<file path="src/rtl/armleocpu_tlb_resolver.sv">
// Direct-mapped translation cache in front of the page table walker.
// Hits are answered from local entries; misses walk via ptw_resolve_* and fill on success.
//
// state  | meaning
// IDLE   | waiting for a request; executes flushes (immediate or pending)
// LOOKUP | compare entry[idx] against the latched VPN
// WALK   | PTW request held until ptw_resolve_done_i
// DONE   | resolve_done_o high for this single cycle
module armleocpu_tlb_resolver #(
  parameter int ENTRIES_W = 4
) (
  input  logic        clk_i,
  input  logic        async_rst_i,
  input  logic        resolve_request_i,
  input  logic [19:0] resolve_virtual_address_i,
  input  logic        invalidate_i,
  output logic        resolve_done_o,
  output logic        resolve_pagefault_o,
  output logic        resolve_accessfault_o,
  output logic [21:0] resolve_physical_address_o,
  output logic [7:0]  resolve_access_bits_o,
  output logic        ptw_resolve_request_o,
  output logic [19:0] ptw_resolve_virtual_address_o,
  input  logic        ptw_resolve_done_i,
  input  logic        ptw_resolve_pagefault_i,
  input  logic        ptw_resolve_accessfault_i,
  input  logic [21:0] ptw_resolve_physical_address_i,
  input  logic [7:0]  ptw_resolve_access_bits_i
);

  localparam int ENTRIES = 1 << ENTRIES_W;
  localparam int TAG_W   = 20 - ENTRIES_W;

  typedef enum logic [1:0] {IDLE, LOOKUP, WALK, DONE} state_t;

  state_t               state_q;
  logic [ENTRIES-1:0]   valid_q;
  logic [TAG_W-1:0]     tag_q     [ENTRIES];
  logic [21:0]          ent_ppn_q [ENTRIES];
  logic [7:0]           ent_acc_q [ENTRIES];
  logic [19:0]          vpn_q;
  logic                 inv_pending_q;
  logic                 done_q;
  logic                 pf_q;
  logic                 af_q;
  logic [21:0]          ppn_q;
  logic [7:0]           bits_q;
  logic                 ptw_req_q;
  logic [19:0]          ptw_va_q;

  logic [ENTRIES_W-1:0] idx;
  logic [TAG_W-1:0]     vpn_tag;
  logic                 hit;

  assign idx     = vpn_q[ENTRIES_W-1:0];
  assign vpn_tag = vpn_q[19:ENTRIES_W];
  assign hit     = valid_q[idx] && (tag_q[idx] == vpn_tag);

  assign resolve_done_o                = done_q;
  assign resolve_pagefault_o           = pf_q;
  assign resolve_accessfault_o         = af_q;
  assign resolve_physical_address_o    = ppn_q;
  assign resolve_access_bits_o         = bits_q;
  assign ptw_resolve_request_o         = ptw_req_q;
  assign ptw_resolve_virtual_address_o = ptw_va_q;

  always_ff @(posedge clk_i or posedge async_rst_i) begin
    if (async_rst_i) begin
      state_q       <= IDLE;
      valid_q       <= '0;
      vpn_q         <= '0;
      inv_pending_q <= 1'b0;
      done_q        <= 1'b0;
      pf_q          <= 1'b0;
      af_q          <= 1'b0;
      ppn_q         <= '0;
      bits_q        <= '0;
      ptw_req_q     <= 1'b0;
      ptw_va_q      <= '0;
      for (int i = 0; i < ENTRIES; i++) begin
        tag_q[i]     <= '0;
        ent_ppn_q[i] <= '0;
        ent_acc_q[i] <= '0;
      end
    end else begin
      done_q <= 1'b0;
      // A flush seen mid-transaction is deferred to the next IDLE cycle
      if (invalidate_i && state_q != IDLE)
        inv_pending_q <= 1'b1;
      case (state_q)
        IDLE: begin
          if (invalidate_i || inv_pending_q) begin
            valid_q       <= '0;
            inv_pending_q <= 1'b0;
          end else if (resolve_request_i) begin
            vpn_q   <= resolve_virtual_address_i;
            state_q <= LOOKUP;
          end
        end
        LOOKUP: begin
          if (hit) begin
            pf_q    <= 1'b0;
            af_q    <= 1'b0;
            ppn_q   <= ent_ppn_q[idx];
            bits_q  <= ent_acc_q[idx];
            done_q  <= 1'b1;
            state_q <= DONE;
          end else begin
            ptw_req_q <= 1'b1;
            ptw_va_q  <= vpn_q;
            state_q   <= WALK;
          end
        end
        WALK: begin
          if (ptw_resolve_done_i) begin
            ptw_req_q <= 1'b0;
            pf_q      <= ptw_resolve_pagefault_i;
            af_q      <= ptw_resolve_accessfault_i;
            ppn_q     <= ptw_resolve_physical_address_i;
            bits_q    <= ptw_resolve_access_bits_i;
            done_q    <= 1'b1;
            state_q   <= DONE;
            // An invalidate arriving on this very edge also blocks the fill
            if (!ptw_resolve_pagefault_i && !ptw_resolve_accessfault_i &&
                !inv_pending_q && !invalidate_i) begin
              valid_q[idx]   <= 1'b1;
              tag_q[idx]     <= vpn_tag;
              ent_ppn_q[idx] <= ptw_resolve_physical_address_i;
              ent_acc_q[idx] <= ptw_resolve_access_bits_i;
            end
          end
        end
        DONE:    state_q <= IDLE;
        default: state_q <= IDLE;
      endcase
    end
  end

endmodule

</file>
<file path="config.mk">
export PLATFORM = sky130hd
export DESIGN_NAME = armleocpu_tlb_resolver
export DESIGN_NICKNAME = d
export VERILOG_FILES = /design/src/rtl/armleocpu_tlb_resolver.sv
export SDC_FILE = /design/constraint.sdc
export NUM_CORES = 2
export LEC_CHECK = 0
export CORE_AREA = 4 4 267 269
export CTS_BUF_LIST = sky130_fd_sc_hd__clkbuf_2 sky130_fd_sc_hd__clkbuf_4 sky130_fd_sc_hd__clkbuf_8
export CTS_CLUSTER_DIAMETER = 200
export DETAILED_ROUTE_END_ITERATION = 10
export DIE_AREA = 0 0 271 273
export GPL_TIMING_DRIVEN = 1
export PLACE_DENSITY = 0.84
export SYNTH_ARGS = -nofsm -noshare
export SYNTH_HDL_FRONTEND = slang
export SYNTH_SLANG_ARGS = --single-unit
</file>
<file path="constraint.sdc">
create_clock -name clk_i -period 23.9 [get_ports clk_i]
set_clock_uncertainty 0.2 [all_clocks]
set_input_delay 2.39 -clock clk_i [delete_from_list [all_inputs] [get_ports clk_i]]
set_output_delay 2.39 -clock clk_i [all_outputs]
set_load 0.01 [all_outputs]
</file>
==> out/qor.yml <==
sta:
  min_period_over_period_pct: 24.66
  tightest_slew_ps: 1189
  setup_viol: 0
  whs_ps: 282.2
  hold_viol: 0
  fin_crit_ps: 5893
  fmax_mhz: 169.7
  relSlewSlack_pct: 20.41
  fin_tns_setup_ps: 0
  worst_slack_ps: 18010
  slew_violations: 0
  rsz0062_at_grt: "no"
routing:
  viasPerCell: 6.136
  vias: 21930
  drt_iter0_markers: 1625
  dr.pass1.iters: 5
  wl_um: 88400
  antenna_left: 0
  drc: 0
  wire_per_inst_um: 24.74
clock_tree:
  cts_root_buf: "clkbuf_8"
  cts_buffer_depth: 3
  clk_pin_slew_ps: 60
  cts_resized: 0
  numCtsBuffers: 134
  post_cts_buffers: 0
  postCtsHoldBufs: 0
  h-tree-depth: 4
  insertion_delay_ps: 780
  cts_tree: "yes"
  cts.sinks: 829
floorplanning:
  io_pins: 111
  die_w_um: 271
  die_y_um: 273
  dieArea_um2: 73980
  coreArea_um2: 68590
  start_util_pct: 54.68
  rows: 96
worst_setup_path:
  cp-start-kind: "register"
  worstPathCellList: "buf_4 -> nor2b_1 -> a22oi_1 -> a21o_1 -> a221oi_1 -> o21ai_0 -> or3_1 -> o31ai_4 -> buf_4 -> o21ai_4 -> buf_4 -> mux2_4"
  cp.required_ps: 24360
  cpMostUsedCell: "buf_4"
  critPathKind: "register to register"
  crit_path_end_kind: "register"
  max_stage_delay_ps: 930
  cp_top_family: "buffers and inverters"
  crit_fanout: 42
  worst-endpoint-arrival_ps: 6350
  ff2ff_setup_slack_ps: 18010
  crit_buf_inv: 3
  cp_slowest_cell: "dfrtp_4"
logic_synthesis:
  synthFlopType: "dfrtp_1"
  syn_area_um2: 37500
  ys_warn_count: 0
  synth-simple-area-share_pct: 2.282
  synth_compound_area_share_pct: 2.779
  synth_fa_ha_area_share_pct: 0.1001
  synth_area_per_cell_um2: 15.22
  syn_nets: 2524
  synth_xor_area_share_pct: 0.2569
  ys_seq_area_share_pct: 55.32
  synth.distinct_cells: 57
  async_flop_share_pct: 100.0
  ys_ff_latch: 829
  syn_inst: 2464
  synth-edff-count: 0
  synth_top_family_by_area: "multiplexers"
  muxShareOfSynthArea_pct: 36.62
finish:
  final_common_cell: "dfrtp_1"
  fin_nets: 2593
  instances_no_fill: 3573
  drive_above_1_share_pct: 48.86
  syn_to_final_growth_pct: 12.65
  final_cell_mix: "dfrtp_1 (825), mux2_2 (754), mux4_2 (195)"
  utilization_pct: 61.60
  fillers: 4772
power_and_ir_drop:
  power.density_nw_per_um2: 97.08
  leakage_uw: 0.02057
  ir_drop_mv: 0.05725
run:
  maxCapViolations: 0
place:
  dp.cells: 3328
  post-place-ws_ps: 17520
  io_buffers: 110
  place_hpwl_um: 50260
  place.gp.congestion: 0.8266
grt:
  grt_pass1_vias: 24170
  track_usage_pct: 24.40
  grt.overflow.total: 0
  grt_max_degree: 195
  grt_pass1_wl_um: 140100
  antenna_found_initial: 5
hold_path:
  worstHoldPathType: "register to register"
run_status:
  status: "finished, final reports clean"
[power by group]
part	internal [uW]	switching (uW)	leakage, uW	total (uW)
clock	789	563	0.00159	1350
sequential	1540	166	0.0115	1710
combinational	481	559	0.00752	1040
[through the flow]
stage | total power, uW | instance area [um2]
floorplan | 2456 | 37510
global placement | 2734 | 39210
detailed placement | 2775 | 39210
CTS | 4132 | 42240
global route | 4282 | 42250
finish | 4101 | 42250
[kinds of logic (layout without fill, tap and decap cells)]
family / count (synthesis) / count (layout)
multiplexers: 1019 / 1019
adder cells (fa/ha/maj): 3 / 3
AO/OA/AOI/OAI: 175 / 175
other: 0 / 4
buffers and inverters: 232 / 406
AND/OR/NAND/NOR: 195 / 195
flip-flops: 829 / 829
XOR/XNOR: 11 / 11
[Yosys cell counts (2+ instances only)]
library cell | count | area (um2)
dfrtp_1 | 829 | 20740
mux2_2 | 754 | 8491
mux4_2 | 195 | 4392
clkbuf_1 | 110 | 412.9
nand2_1 | 110 | 412.9
o21ai_0 | 88 | 440.4
buf_1 | 77 | 289.0
nor2_1 | 40 | 150.1
mux2i_1 | 38 | 380.4
mux2_4 | 29 | 435.4
a21oi_1 | 26 | 130.1
o22ai_1 | 21 | 131.4
inv_1 | 14 | 52.55
a22oi_1 | 12 | 90.09
buf_2 | 11 | 55.05
buf_6 | 10 | 112.6
buf_4 | 9 | 67.56
xor2_1 | 8 | 70.07
nor3_1 | 7 | 35.03
nand2b_1 | 6 | 37.54
nand4_1 | 5 | 31.28
nor2b_1 | 5 | 31.28
and3_1 | 4 | 25.02
a221oi_1 | 3 | 26.28
and2_1 | 3 | 18.77
ha_1 | 3 | 37.54
mux2_1 | 3 | 33.78
o211ai_1 | 3 | 22.52
o21a_1 | 3 | 22.52
o2bb2ai_1 | 3 | 26.28
or3_1 | 3 | 18.77
xnor2_1 | 3 | 26.28
a22o_1 | 2 | 17.52
nand3_1 | 2 | 10.01
nor4_1 | 2 | 12.51
o31ai_1 | 2 | 15.01
[path summary, 6_finish.rpt]
path                       cells after the start                                           end                  start
max                                           12    resolve_physical_address_o[17]$_DFFE_PP0P_   vpn_q[0]$_DFFE_PP0P_
min                                            2                         tag_q[41]$_DFFE_PP0P_  tag_q[41]$_DFFE_PP0P_
max reg2reg                                   12    resolve_physical_address_o[17]$_DFFE_PP0P_   vpn_q[0]$_DFFE_PP0P_
min reg2reg                                    2                         tag_q[41]$_DFFE_PP0P_  tag_q[41]$_DFFE_PP0P_
max in group asynchronous                      5                     ent_ppn_q[11]$_DFFE_PP0P_            async_rst_i
min in group asynchronous                      2  ptw_resolve_virtual_address_o[6]$_DFFE_PP0P_            async_rst_i
[registers in the layout, summed over array words and instances, names as in the netlist]
name                           count
ent_acc_q                        128
ent_ppn_q                        352
inv_pending_q                      1
ptw_resolve_request_o              1
ptw_resolve_virtual_address_o     20
resolve_access_bits_o              8
resolve_accessfault_o              1
resolve_done_o                     1
resolve_pagefault_o                1
resolve_physical_address_o        22
state_q                            2
tag_q                            256
valid_q                           16
vpn_q                             20
[routing by layer]
layer | GRT usage [%] | vias to the layer above | wire, um
met1 | 31.68 | 11790 | 36200
met5 | 0 | - | 0
met4 | 9.121 | 0 | 2423
li1 | - | 9223 | -
met2 | 41.21 | 718 | 45070
met3 | 4.838 | 191 | 4708
[layout make-up]
type / instances / area, um2 / share of cell area (%)
clock buffer: 212 / 2680 / 6.344
multi-input combinational: 1403 / 15820 / 37.44
sequential: 829 / 20750 / 49.13
inverter: 15 / 60.06 / 0.1422
antenna: 4 / 10.01 / 0.02369
clock inverter: 29 / 347.8 / 0.8233
timing repair buffer: 150 / 1414 / 3.347
tap: 931 / 1165 / 2.757
[worst register-to-register path, cell delays in order, from the launching register on]
cell      delay, ps
dfrtp_4         930
buf_4           840
nor2b_1         820
a22oi_1         240
a21o_1          240
a221oi_1        330
o21ai_0         140
or3_1           460
o31ai_4         230
buf_4           430
o21ai_4         100
buf_4           300
mux2_4          510
Power figures use the tool's default switching activity.
